[config.mk]
export PLATFORM = sky130hd
export DESIGN_NAME = core_run_ctrl
export DESIGN_NICKNAME = d
export VERILOG_FILES = /design/src/rtl/core_run_ctrl.sv
export SDC_FILE = /design/constraint.sdc
export NUM_CORES = 1
export LEC_CHECK = 0
export ABC_AREA = 0
export BUFFER_PORTS_ARGS = -buffer_cell sky130_fd_sc_hd__buf_2
export CORE_MARGIN = 2
export CORE_UTILIZATION = 47
export DETAILED_ROUTE_END_ITERATION = 10
export PLACE_DENSITY = 0.77
export SETUP_SLACK_MARGIN = 0.2
export SYNTH_ARGS = -nofsm -noshare
export SYNTH_HDL_FRONTEND = slang
export SYNTH_SLANG_ARGS = --single-unit
[constraint.sdc]
create_clock -name clk -period 2.7 [get_ports clk]
set_input_delay 0 -clock clk [delete_from_list [all_inputs] [get_ports clk]]
set_output_delay 0 -clock clk [all_outputs]
set_load 0.01 [all_outputs]
[src/rtl/core_run_ctrl.sv]
// core_run_ctrl: run controller for the single-cycle MIPS `main` core.
// A start pulse holds the core in reset for RST_CYCLES cycles, then runs it
// until a halt request, a stuck PC (optional) or the cycle budget ends the
// run. The stop reason and the executed-cycle count are latched in DONE.
// Optional feature macro: RUN_CTRL_PC_WATCH_EN builds the stuck-PC watch.
module core_run_ctrl #(
  parameter int RST_CYCLES  = 2,
  parameter int MAX_CYCLES  = 15,
  parameter int CNT_W       = 16,
  parameter int PC_W        = 32,
  parameter int STALL_LIMIT = 4
) (
  input  logic             clk,
  input  logic             reset,
  input  logic             start,
  input  logic             halt_req,
  input  logic [PC_W-1:0]  pc,
  output logic             core_rst_n,
  output logic             core_en,
  output logic             running,
  output logic             done,
  output logic             timeout,
  output logic             stuck,
  output logic [CNT_W-1:0] cycle_count
);

  typedef enum logic [1:0] {
    S_IDLE,
    S_RESET,
    S_RUN,
    S_DONE
  } state_t;

  localparam int RW = (RST_CYCLES > 1) ? $clog2(RST_CYCLES) : 1;
  localparam logic [RW-1:0]    RST_LAST    = RW'(RST_CYCLES - 1);
  localparam logic [CNT_W-1:0] CNT_SAT     = '1;
  localparam logic [CNT_W-1:0] BUDGET_LAST = (MAX_CYCLES == 0) ? '0 : CNT_W'(MAX_CYCLES - 1);

  state_t            state, state_nxt;
  logic [RW-1:0]     rst_cnt;
  logic [CNT_W-1:0]  cnt_inc;
  logic              budget_hit;
  logic              stuck_hit;

`ifdef RUN_CTRL_PC_WATCH_EN
  localparam int SW = $clog2(STALL_LIMIT);

  logic [PC_W-1:0] pc_prev;
  logic            pc_valid;
  logic [SW-1:0]   stall_cnt, stall_nxt;

  // Stall counter look-ahead: the stuck exit happens on the edge that
  // registers the STALL_LIMIT-th equal sample.
  always_comb begin
    stall_nxt = '0;
    if (pc_valid && (pc == pc_prev)) stall_nxt = stall_cnt + SW'(1);
    stuck_hit = (state == S_RUN) && (stall_nxt == SW'(STALL_LIMIT - 1));
  end

  // PC history; cleared outside RUN so the first RUN cycle never matches.
  always_ff @(posedge clk or negedge reset) begin
    if (!reset) begin
      pc_prev   <= '0;
      pc_valid  <= 1'b0;
      stall_cnt <= '0;
    end else if (state != S_RUN) begin
      pc_valid  <= 1'b0;
      stall_cnt <= '0;
    end else begin
      pc_prev   <= pc;
      pc_valid  <= 1'b1;
      stall_cnt <= stall_nxt;
    end
  end
`else
  logic pc_unused;

  // Without the PC watch the run can never end as stuck.
  assign stuck_hit = 1'b0;
  assign pc_unused = ^pc;
`endif

  // Saturating increment and budget test on the pre-increment count.
  always_comb begin
    cnt_inc    = (cycle_count == CNT_SAT) ? cycle_count : cycle_count + CNT_W'(1);
    budget_hit = (MAX_CYCLES != 0) && (cycle_count == BUDGET_LAST);
  end

  // Next-state logic for the run sequence.
  always_comb begin
    // NOTE: default first so every path assigns state_nxt; no latch is inferred.
    state_nxt = state;
    case (state)
      S_IDLE:  if (start) state_nxt = S_RESET;
      S_RESET: if (rst_cnt == RST_LAST) state_nxt = S_RUN;
      S_RUN:   if (halt_req || stuck_hit || budget_hit) state_nxt = S_DONE;
      S_DONE:  if (start) state_nxt = S_RESET;
      default: state_nxt = S_IDLE;
    endcase
  end

  // State, counters, stop flags and registered outputs decoded from next state.
  always_ff @(posedge clk or negedge reset) begin
    if (!reset) begin
      state       <= S_IDLE;
      rst_cnt     <= '0;
      cycle_count <= '0;
      timeout     <= 1'b0;
      stuck       <= 1'b0;
      core_rst_n  <= 1'b0;
      core_en     <= 1'b0;
      running     <= 1'b0;
      done        <= 1'b0;
    end else begin
      // NOTE: non-blocking assignments so every register samples pre-edge values.
      state      <= state_nxt;
      core_rst_n <= (state_nxt == S_RUN) || (state_nxt == S_DONE);
      core_en    <= (state_nxt == S_RUN);
      running    <= (state_nxt == S_RUN);
      done       <= (state_nxt == S_DONE);
      case (state)
        S_IDLE, S_DONE: begin
          if (start) begin
            rst_cnt     <= '0;
            cycle_count <= '0;
            timeout     <= 1'b0;
            stuck       <= 1'b0;
          end
        end
        S_RESET: begin
          rst_cnt <= rst_cnt + RW'(1);
        end
        S_RUN: begin
          cycle_count <= cnt_inc;
          // Halt outranks stuck, stuck outranks budget.
          if (!halt_req) begin
            if (stuck_hit)       stuck   <= 1'b1;
            else if (budget_hit) timeout <= 1'b1;
          end
        end
        default: ;
      endcase
    end
  end

endmodule

## Yosys cells after proc, flatten, opt, wreduce, memory -nomap -nowiden

Index checks and enable logic that the tools add are counted.

| word-level totals | value |
|---|---|
| logic and storage cells | 41 |
| register bits after elaboration | 23 |
| output and inout port bits | 22 |
| input bits | 36 |

| operators by class | value |
|---|---|
| multiplexer cells | 12 |
| $add $sub $neg | 2 |
| equal/unequal tests | 11 |
| reduce and logical (&&, ||, !) cells | 9 |

Operators by type and width:

| cell | number |
|---|---|
| 2-to-1 mux 16 bit | 2 |
| one-hot mux 16 bit (2 select lines) | 1 |
| adder 16 x 1 -> 16 bit, second input constant | 1 |
| == test 16 bit, second input constant | 1 |
| == test 16 x 4 -> 1 bit, second input constant | 1 |
| == test 2 bit, second input constant | 4 |
| 2-to-1 mux 2 bit | 3 |
| inequality test 2 bit, second input constant | 3 |
| one-hot mux 2 bit (3 select lines) | 1 |
| one-hot mux 1 bit (2 select lines) | 2 |
| AND reduction 4 bit | 1 |
| nonzero test 2 bit | 2 |
| 2-to-1 mux 1 bit | 3 |
| AND reduction 3 bit | 1 |
| == test 2 x 1 -> 1 bit, second input constant | 1 |
| logical NOT 2 bit | 1 |
| logical OR 1 bit | 2 |
| inequality test 2 x 1 -> 1 bit, second input constant | 1 |
| AND reduction 2 bit | 1 |
| OR reduction 2 bit | 1 |
| adder 1 bit, second input constant | 1 |

## Logic depth before layout (Yosys ltp)

Gate-level depths: netlist of run 1.

| depth | value |
|---|---|
| word-level depth | 6 |
| gate-level depth with buffers | 7 |
| depth with buffers taken out | 6 |

## Worst setup path after synthesis of run 1

No wires, ideal clock.

| path | value |
|---|---|
| kind | register -> register |
| start point | register core_rst_n (netlist name) |
| end point | register cycle_count[13] |
| period minus slack after synthesis | 2171 ps |
| library setup time | 125 ps |
| cell stages (with the launch flop) | 8 |
| data required time | 2575 ps |
| buffers on the path | 1 |
| slack | 529 ps |
| arrival | 2046 ps |
| path through | dfrtp_1 > inv_1 > ha_1 > nor2b_1 > or3_1 > clkbuf_2 > nor4_1 > mux2_2 |

RTL lines:

| what | line | text |
|---|---|---|
| end signal: assignment | 134 | `cycle_count <= cnt_inc;` |
| end: declaration | 24 | `output logic [CNT_W-1:0] cycle_count` |

==> results of run 1 <==
-- cell usage in the layout, fill, tap and decap left out, drive strengths merged, types with 4 or more instances in the layout --
cell type   n
a211oi      4
a21oi       7
buf        26
dfrtp      22
ha          4
inv         6
mux2i       7
nand2      12
nand2b      6
nand3       8
nand4       4
nor2       10
nor2b       4
nor3        6
or4         5
-- through the flow --
step	hold slack, ns	instance area, sq um
6_report	0.02136	1519
5_1_grt	0.01815	1519
4_1_cts	0.01425	1519
3_5_place_dp	-0.01034	1486
3_3_place_gp	-0.01582	1486
2_1_floorplan	-0.2956	1354
-- logic make-up (layout without fill, tap and decap cells) --
logic type / after synthesis / after routing
other: 1 / 1
buffers and inverters: 14 / 36
multiplexers: 9 / 9
AO/OA/AOI/OAI: 29 / 29
XOR/XNOR: 1 / 1
flip-flops: 22 / 22
adder cells (fa/ha/maj): 4 / 4
AND/OR/NAND/NOR: 68 / 68
-- worst max-delay path, delay by kind of cell, from the launching register on --
kind / cells / cell delay (ns)
DFF: 1 / 0.40
adders and majority gates: 1 / 0.33
and+or+nand+nor: 3 / 1.00
muxes: 1 / 0.37
buffers and inverters: 1 / 0.06
-- sequential cells by signal (all words and copies together) (netlist names) --
signal,count
timeout,1
rst_cnt,1
state,1
cycle_count,16
done,1
running,1
core_rst_n,1
-- power groups by stage --
stage	registers, mW	logic (mW)	clock network (mW)
final	0.429	0.575	0.147
after CTS	0.429	0.576	0.149
after global routing	0.441	0.654	0.160
after detailed placement	0.435	0.573	0
after global placement	0.434	0.550	0
after floorplan	0.442	0.419	0
-- cell type report --
| cell class | count | area share |
|---|---|---|
| Clock buffer | 3 | 0.01483 |
| Tap cell | 31 | 0.02554 |
| Inverter | 6 | 0.01483 |
| Multi-Input combinational cell | 112 | 0.4868 |
| Sequential cell | 22 | 0.3624 |
| Timing Repair Buffer | 27 | 0.09555 |
-- repair_timing --
item / in CTS / in global routing
setup buffers: 0 / 0
hold buffers: 1 / 0
hold endpoints to repair: 22 / 0
-- final timing paths --
| path | from | to | slack, ns | cells past startpoint |
|---|---|---|---|---|
| setup / recovery | core_rst_n | cycle_count[13] | 0.43 | 6 |
| hold / removal | halt_req | timeout | 0.02 | 3 |
| setup reg to reg | core_rst_n | cycle_count[13] | 0.43 | 6 |
| hold reg to reg | timeout | timeout | 0.51 | 1 |
| max in group asynchronous | reset | cycle_count[2] | 2.21 | 2 |
| min in group asynchronous | reset | cycle_count[11] | 0.17 | 2 |
-- per-layer routing --
metal,vias to the layer above,GRT usage
met5,-,0
met4,0,0.08306
met3,5,0.02232
met2,55,0.2971
met1,631,0.2861
li1,593,-
==> load_flow_metrics.sql, run 1 <==
INSERT INTO impl_metrics (metric_group, metric, value, unit) VALUES
('route', 'dr_wl_met3', '221', 'um'),
('place', 'placed_cells_incl_taps', '197', ''),
('die', 'rows', '19', ''),
('final_layout', 'layout.cells.non_filler', '201', ''),
('synthesis', 'synthSimpleGateAreaFrac', '0.2810', ''),
('synthesis', 'synth.net_count', '188', ''),
('route', 'detailed_routing_iteration_count_for_the_pre_antenna_repair_pass', '4', ''),
('pwr', 'clkPwrFrac', '0.128', ''),
('global_routing', 'grt_pass1_vias', '1121', ''),
('place', 'place.detailed.hpwl', '2.215', 'mm'),
('clock_network', 'tritoncts', 'done', ''),
('clock_network', 'cts.root.buffer_cell', 'sky130_fd_sc_hd__clkbuf_4', ''),
('final_layout', 'ff_latch_area', '550.5', 'sq um'),
('pwr', 'finalPower', '1.151', 'mW'),
('global_routing', 'globalRouteOverflowTotal', '0', ''),
('pwr', 'p_per_area', '757.9', 'nW/um^2'),
('run_status', 'outcome', 'finished, final reports clean', ''),
('setup_path', 'critical_path_s_slowest_cell', 'sky130_fd_sc_hd__or3_1', ''),
('synthesis', 'syn-cell-area', '1354', 'sq um'),
('route', 'finalWirelength', '2.991', 'mm'),
('synthesis', 'yosys_register_bits', '22', ''),
('synthesis', 'yosys_warnings', '0', ''),
('clock_network', 'clk_pin_slew_worst_paths', '0.11', 'ns'),
('sta', 'fin_crit_sh', '0.8398', ''),
('route', 'via_per_inst', '6.388', ''),
('sta', 'setup_viol', '0', ''),
('pwr', 'p_sw_frac', '0.4258', ''),
('synthesis', 'synth_cell_type_count', '42', ''),
('pwr', 'p_int', '661.0', 'uW'),
('place', 'i_o_buffers', '24', ''),
('final_layout', 'multi_input_area', '739.5', 'sq um'),
('synthesis', 'postSynth.asyncResetShare', '1.000', ''),
('clock_network', 'cts_buffers', '3', ''),
('clock_network', 'skew_pair_late_insertion_delay', '0.31', 'ns'),
('sta', 'finalMaxSlewViolations', '0', ''),
('pwr', 'combinationalPowerShare', '0.500', ''),
('clock_network', 'cts_resized', '0', ''),
('setup_path', 'worst_setup_path_start_kind', 'flip-flop', ''),
('synthesis', 'sequential_share_of_the_synthesized_area', '0.4067', ''),
('sta', 'min_period', '2.268', 'ns'),
('global_routing', 'wire_length_of_the_first_global_routing_pass', '5.202', 'mm'),
('setup_path', 'worst_ep_required_time', '2.91', 'ns'),
('clock_network', 'clock_sink_count', '22', ''),
('synthesis', 'synth.top_cells.by_count', 'sky130_fd_sc_hd__dfrtp_1 (22), sky130_fd_sc_hd__nand2_1 (12), sky130_fd_sc_hd__nor2_1 (10)', ''),
('synthesis', 'synth_area_leader_cell', 'sky130_fd_sc_hd__dfrtp_1', ''),
('route', 'drc', '0', ''),
('die', 'start_util', '0.4909', ''),
('route', 'routedWlPerCell', '14.88', 'um'),
('clock_network', 'number_of_buffers_between_clock_root_and_the_deepest_sink', '2', ''),
('synthesis', 'synth_compound_gate_area_share', '0.1506', ''),
('die', 'dieWidth', '57.67', 'um'),
('synthesis', 'synth-edff-count', '0', ''),
('die', 'coreArea', '2758', 'sq um'),
('sta', 'tightest_slew', '0.6154', 'ns'),
('setup_path', 'cp_max_fo', '7', ''),
('synthesis', 'synth_flop_cell', 'sky130_fd_sc_hd__dfrtp_1', ''),
('synthesis', 'number_of_cells_produced_by_synthesis', '148', ''),
('pwr', 'power.net_switching', '490.2', 'uW'),
('route', 'met1_length', '1.319', 'mm'),
('place', 'place.gp.congestion', '0.8910', ''),
('synthesis', 'synth_area_leaders', 'sky130_fd_sc_hd__dfrtp_1 (41%), sky130_fd_sc_hd__mux2i_1 (5.2%), sky130_fd_sc_hd__ha_1 (3.7%), sky130_fd_sc_hd__nand2_1 (3.3%), sky130_fd_sc_hd__nand3_1 (3.0%)', ''),
('global_routing', 'antenna_found_initial', '0', ''),
('final_layout', 'syn_to_final_growth', '12.20', '%'),
('route', 'drt_iter0_drc', '57', ''),
('synthesis', 'syn_area_per_cell', '9.147', 'sq um'),
('sta', 'rsz_0062_raised_after_global_routing', 'no', ''),
('synthesis', 'synth.area.mux_share', '0.06839', ''),
('setup_path', 'cp_cell_sequence', 'inv_1, ha_1, nor2b_1, or3_1, nor4_1, mux2_2', ''),
('sta', 'final.setup_skew', '0.003513', 'ns'),
('die', 'num_io_pins', '58', ''),
('route', 'topRoutingLayerUsed', 'met4', '');
Power figures use the tool's default switching activity.
==> run 2, diff against run 1 <==
Clock period 2.7 ns to 2.1 ns, I/O delays scaled along.
==> load_flow_metrics.sql, run 2 (synthesis results as in run 1) <==
INSERT INTO impl_metrics (metric_group, metric, value, unit) VALUES
('die', 'num_io_pins', '58', ''),
('sta', 'min_period', '1.951', 'ns'),
('final_layout', 'final_util', '0.6937', ''),
('setup_path', 'worst_path_dominant_cell_family', 'simple AND/OR/NAND/NOR gates', ''),
('setup_path', 'cp_max_fo', '4', ''),
('setup_path', 'logic_depth_of_the_worst_path_buffers_included', '7', ''),
('pwr', 'worst_ir_drop_on_vdd', '1005', 'uV'),
('setup_path', 'timing_worst_setup_path_type', 'flip-flop to flip-flop', ''),
('setup_path', 'reg2reg_to', 'done', ''),
('place', 'place.detailed.hpwl', '2.561', 'mm'),
('pwr', 'static-leakage-power', '0.8412', 'nW'),
('final_layout', 'register_with_the_highest_flop_count', 'cycle_count', ''),
('sta', 'fin_crit_sh', '0.9288', ''),
('sta', 'finalMaxSlewViolations', '0', ''),
('route', 'finalWirelength', '3.717', 'mm'),
('sta', 'hold_viol', '0', ''),
('die', 'coreArea', '2758', 'sq um'),
('route', 'via_per_inst', '6.013', ''),
('die', 'rows', '19', ''),
('place', 'dpl_worst_slack', '-0.01648', 'ns'),
('global_routing', 'globalRouteOverflowTotal', '0', ''),
('global_routing', 'largest_net_degree_at_the_start_of_global_routing', '23', ''),
('die', 'die_area', '3326', 'sq um'),
('sta', 'rsz_0062_raised_after_global_routing', 'yes', ''),
('sta', 'achievable-frequency', '512.7', 'MHz'),
('final_layout', 'mostFrequentLayoutCell', 'sky130_fd_sc_hd__buf_4', ''),
('flow_run', 'timing.max_cap.violations', '0', ''),
('sta', 'setup_viol', '0', ''),
('clock_network', 'clock_sink_count', '22', ''),
('final_layout', 'antenna_cells', '0', ''),
('route', 'ant_nets', '0', ''),
('place', 'i_o_buffers', '24', ''),
('final_layout', 'syn_to_final_growth', '41.31', '%'),
('setup_path', 'worst_setup_path_start_kind', 'flip-flop', ''),
('route', 'detailed_routing_iteration_count_for_the_pre_antenna_repair_pass', '4', ''),
('place', 'place.gp.congestion', '0.9449', ''),
('final_layout', 'commonest_non_fill_non_tap_cells_in_the_layout', 'sky130_fd_sc_hd__buf_4 (27), sky130_fd_sc_hd__buf_2 (24), sky130_fd_sc_hd__dfrtp_1 (17)', ''),
('clock_network', 'ctsHtreeMaxLevel', '1', ''),
('die', 'dieWidth', '57.67', 'um'),
('setup_path', 'setup.worst_path.end', 'done', ''),
('setup_path', 'endpoint_kind', 'flip-flop', ''),
('setup_path', 'cp_cell_sequence', 'inv_2, ha_4, nor2b_4, buf_6, or3_4, a221o_1, and2_1', ''),
('setup_path', 'crit_buf_inv', '2', ''),
('route', 'drt_iter0_drc', '72', ''),
('pwr', 'p_per_area', '1019', 'nW/um^2'),
('clock_network', 'clk_pin_slew_worst_paths', '0.12', 'ns'),
('final_layout', 'design.final.nets', '239', ''),
('clock_network', 'cts_buffers', '3', ''),
('setup_path', 'worst_ep_required_time', '2.32', 'ns'),
('clock_network', 'skew_pair_late_insertion_delay', '0.31', 'ns'),
('setup_path', 'worst_r2r_startpoint', 'core_rst_n', ''),
('setup_path', 'crit_start', 'core_rst_n', ''),
('setup_path', 'cp_data_arrival_time', '2.17', 'ns'),
('route', 'routedWlPerCell', '16.23', 'um'),
('final_layout', 'fill_cells', '207', ''),
('final_layout', 'layout-drive-gt1-share', '0.4495', ''),
('setup_path', 'rr_worst_depth', '7', ''),
('run_status', 'outcome', 'finished, final reports clean', ''),
('clock_network', 'tritoncts', 'done', ''),
('setup_path', 'reg2reg_slack', '0.15', 'ns'),
('die', 'start_util', '0.4909', ''),
('worst_hold_path', 'timing.hold.worst.class', 'input pin to flip-flop', ''),
('sta', 'worst_hold_slack', '0.02075', 'ns'),
('global_routing', 'antenna_found_initial', '0', ''),
('route', 'route.vias.total', '1377', ''),
('sta', 'post-route-worst-setup-slack', '0.1495', 'ns'),
('global_routing', 'global_route.usage.total', '0.2368', ''),
('global_routing', 'wire_length_of_the_first_global_routing_pass', '6.113', 'mm'),
('route', 'drc', '0', ''),
('setup_path', 'max_stage_delay', '0.43', 'ns'),
('setup_path', 'critical_path_s_slowest_cell', 'sky130_fd_sc_hd__dfrtp_1', ''),
('die', 'die_y', '57.67', 'um'),
('global_routing', 'grt_pass1_vias', '1318', ''),
('sta', 'final.setup_skew', '0.001286', 'ns'),
('clock_network', 'number_of_buffers_between_clock_root_and_the_deepest_sink', '2', ''),
('clock_network', 'cts.root.buffer_cell', 'sky130_fd_sc_hd__clkbuf_4', ''),
('final_layout', 'largest_register_ff_count', '16', '');
-- run 2: metrics by stage --
step | area (sq um) | instances | power (mW) | TNS [ns]
after floorplan | 1400 | 148 | 1.158 | 0
after global placement | 1622 | 210 | 1.400 | 0
after detailed placement | 1622 | 210 | 1.453 | -0.01880
after CTS | 1805 | 223 | 1.777 | 0
after global routing | 1913 | 229 | 2.089 | 0
final | 1913 | 229 | 1.949 | 0
-- run 2: layout make-up --
class | count | area [sq um] | share of cell area
clock buffer | 4 | 36.28 | 0.01897
multi-input combinational | 112 | 903.4 | 0.4722
sequential | 22 | 556.8 | 0.2910
inverter | 6 | 22.52 | 0.01177
tap | 31 | 38.79 | 0.02027
timing repair buffer | 54 | 355.3 | 0.1857
-- run 2: routing by layer --
layer  GRT usage  vias to the layer above  part of all wire
met5           0                        -                 0
met3     0.02009                       10             0.040
met2      0.3994                       45              0.52
li1            -                      649                 -
met4      0.1030                        0             0.022
met1      0.3118                      673              0.42
-- run 2: worst min-delay path by stage --
stage / cells after the start / end / startpoint
after global routing: 3 / timeout / halt_req
after CTS: 3 / timeout / halt_req
after detailed placement: 1 / cycle_count[14] / reset
after floorplan: 0 / core_rst_n / reset
after global placement: 1 / cycle_count[7] / reset
final: 3 / timeout / halt_req
-- run 2: worst reg2reg max path: stages (launching register included) --
cell and delay (ns):
sky130_fd_sc_hd__dfrtp_1 0.43, sky130_fd_sc_hd__inv_2 0.08, sky130_fd_sc_hd__ha_4 0.20, sky130_fd_sc_hd__nor2b_4 0.14
sky130_fd_sc_hd__buf_6 0.11, sky130_fd_sc_hd__or3_4 0.38, sky130_fd_sc_hd__a221o_1 0.36, sky130_fd_sc_hd__and2_1 0.16
-- run 2: what timing repair did --
action,4_1_cts,5_1_grt
hold endpoints to repair,22,0
resized for setup,19,13
setup endpoints to repair,10,11
gates cloned,0,0
setup buffers,8,6
pin swaps,8,8
hold buffers,1,0
-- run 2: where the power goes --
part | leakage, nW | total (mW) | internal (mW) | switching (mW)
logic | 0.529 | 1.16 | 0.557 | 0.606
registers | 0.292 | 0.546 | 0.490 | 0.0558
clock network | 0.0210 | 0.240 | 0.106 | 0.134
==> run 3, diff against run 2 <==
Settings changed: SETUP_SLACK_MARGIN 0.2 to default.
==> load_flow_metrics.sql, run 3 (synthesis results as in run 1) <==
INSERT INTO impl_metrics (metric_group, metric, value, unit) VALUES
('setup_path', 'cp_cell_sequence', 'ha_4, nor2b_2, or3_4, nor4_2, mux2_2', ''),
('place', 'place.detailed.hpwl', '2.531', 'mm'),
('setup_path', 'cp_data_arrival_time', '2.24', 'ns'),
('pwr', 'p_per_area', '995.1', 'nW/um^2'),
('global_routing', 'global_route.usage.total', '0.2153', ''),
('sta', 'worst_hold_slack', '0.09011', 'ns'),
('worst_hold_path', 'timing.hold.worst.class', 'input pin to flip-flop', ''),
('route', 'drc', '0', ''),
('final_layout', 'design.final.nets', '229', ''),
('setup_path', 'critical_path_s_slowest_cell', 'sky130_fd_sc_hd__dfrtp_1', ''),
('route', 'drt_iter0_drc', '47', ''),
('setup_path', 'crit_buf_inv', '0', ''),
('sta', 'rsz_0062_raised_after_global_routing', 'yes', ''),
('setup_path', 'cp_max_fo', '6', ''),
('final_layout', 'commonest_non_fill_non_tap_cells_in_the_layout', 'sky130_fd_sc_hd__buf_2 (24), sky130_fd_sc_hd__dfrtp_1 (22), sky130_fd_sc_hd__buf_4 (18)', ''),
('route', 'ant_nets', '0', ''),
('final_layout', 'antenna_cells', '0', ''),
('global_routing', 'largest_net_degree_at_the_start_of_global_routing', '23', ''),
('sta', 'fin_crit_sh', '0.9702', ''),
('clock_network', 'cts_buffers', '3', ''),
('pwr', 'worst_ir_drop_on_vdd', '1222', 'uV'),
('route', 'finalWirelength', '3.353', 'mm'),
('sta', 'setup_viol', '0', ''),
('sta', 'final.setup_skew', '0.009325', 'ns'),
('setup_path', 'timing_worst_setup_path_type', 'flip-flop to flip-flop', ''),
('run_status', 'outcome', 'finished, final reports clean', ''),
('setup_path', 'max_stage_delay', '0.43', 'ns'),
('clock_network', 'number_of_buffers_between_clock_root_and_the_deepest_sink', '2', ''),
('final_layout', 'layout-drive-gt1-share', '0.3085', ''),
('final_layout', 'design_area', '1704', 'sq um'),
('setup_path', 'worst_setup_path_start_kind', 'flip-flop', ''),
('place', 'place.gp.congestion', '0.9095', ''),
('setup_path', 'worst_path_dominant_cell_family', 'simple AND/OR/NAND/NOR gates', ''),
('clock_network', 'cts.root.buffer_cell', 'sky130_fd_sc_hd__clkbuf_4', ''),
('place', 'i_o_buffers', '24', ''),
('die', 'dieWidth', '57.67', 'um'),
('clock_network', 'tritoncts', 'done', ''),
('die', 'coreArea', '2758', 'sq um'),
('flow_run', 'timing.max_cap.violations', '0', ''),
('route', 'route.vias.total', '1314', ''),
('setup_path', 'endpoint_kind', 'flip-flop', ''),
('global_routing', 'grt_pass1_vias', '1253', ''),
('final_layout', 'register_with_the_highest_flop_count', 'cycle_count', ''),
('sta', 'hold_viol', '0', ''),
('clock_network', 'ctsHtreeMaxLevel', '1', ''),
('route', 'detailed_routing_iteration_count_for_the_pre_antenna_repair_pass', '5', ''),
('sta', 'finalSetupTns', '0', 'ns'),
('global_routing', 'antenna_found_initial', '0', ''),
('global_routing', 'globalRouteOverflowTotal', '0', ''),
('place', 'placed_cell_area', '1628', 'sq um'),
('final_layout', 'largest_register_ff_count', '16', ''),
('sta', 'achievable-frequency', '490.8', 'MHz'),
('die', 'rows', '19', ''),
('global_routing', 'wire_length_of_the_first_global_routing_pass', '5.630', 'mm'),
('die', 'num_io_pins', '58', ''),
('setup_path', 'worst_ep_required_time', '2.30', 'ns'),
('sta', 'min_period', '2.038', 'ns'),
('die', 'die_y', '57.67', 'um'),
('final_layout', 'syn_to_final_growth', '25.88', '%'),
('clock_network', 'clock_sink_count', '22', ''),
('clock_network', 'clk_pin_slew_worst_paths', '0.12', 'ns'),
('route', 'via_per_inst', '6.000', ''),
('pwr', 'static-leakage-power', '0.7694', 'nW'),
('sta', 'finalMaxSlewViolations', '0', ''),
('die', 'start_util', '0.4909', ''),
('clock_network', 'skew_pair_late_insertion_delay', '0.31', 'ns'),
('final_layout', 'mostFrequentLayoutCell', 'sky130_fd_sc_hd__buf_2', ''),
('route', 'routedWlPerCell', '15.31', 'um'),
('die', 'die_area', '3326', 'sq um');
## run 3: cell types whose count changed in the layout (fill, tap and decap cells not counted), moves of 3 or more
cell / before / now
sky130_fd_sc_hd__dfrtp_2: 5 / 0
sky130_fd_sc_hd__dfrtp_1: 17 / 22
sky130_fd_sc_hd__or4_1: 2 / 5
sky130_fd_sc_hd__inv_1: 3 / 6
sky130_fd_sc_hd__buf_4: 27 / 18
sky130_fd_sc_hd__or4_4: 3 / 0
sky130_fd_sc_hd__inv_2: 3 / 0
## run 3: layout make-up
type,count,area (sq um)
clock buffer,4,36.28
fill,241,1054
inverter,6,22.52
multi-input combinational,112,780.7
sequential,22,550.5
tap,31,38.79
timing repair buffer,44,275.3
## run 3: timing repair
action,in CTS,in global routing
resized for setup,2,3
pin swaps,0,0
endpoints found under the hold margin,23,0
setup endpoints to repair,1,5
buffers inserted,0,0
hold buffers,2,0
## run 3: worst register-to-register path: cells and delay by family, from the launching register on
family        cells  cell delay, ns
simple gates      3            0.88
flops             1            0.43
mux               1            0.36
fa+ha+maj         1            0.26
## run 3: power breakdown
part / leakage [nW] / switching [mW] / internal [mW] / total, mW
combinational: 0.449 / 0.496 / 0.421 / 0.918
sequential: 0.300 / 0.0549 / 0.486 / 0.541
clock: 0.0210 / 0.131 / 0.106 / 0.237
total: 0.769 / 0.682 / 1.01 / 1.70
## run 3: path summary, 6_finish.rpt
check	depth (start not counted)	slack, ns	to	from
min	4	0.09	rst_cnt	start
min in group asynchronous	2	0.16	cycle_count[3]	reset
max in group asynchronous	2	1.60	done	reset
min reg2reg	1	0.51	timeout	timeout
max reg2reg	5	0.06	cycle_count[13]	state[0]
max	5	0.06	cycle_count[13]	state[0]
## run 3: layer usage
layer,GRT usage,part of all wire,vias up
li1,-,-,630
met1,0.2806,0.44,649
met2,0.3734,0.51,29
met3,0.02455,0.036,6
met4,0.06977,0.013,0
met5,0,0,-
## run 3: stage by stage
step                      power (mW)    util  worst slack (ns)  std cells
after global routing           1.820  0.6180          -0.01309        219
after detailed placement       1.449  0.5903         -0.001291        213
final                          1.696  0.6180           0.06248        219
after global placement         1.411  0.5903           0.01756        213
after floorplan                1.135       -          0.008020        148
after CTS                      1.696  0.6148           0.05806        219
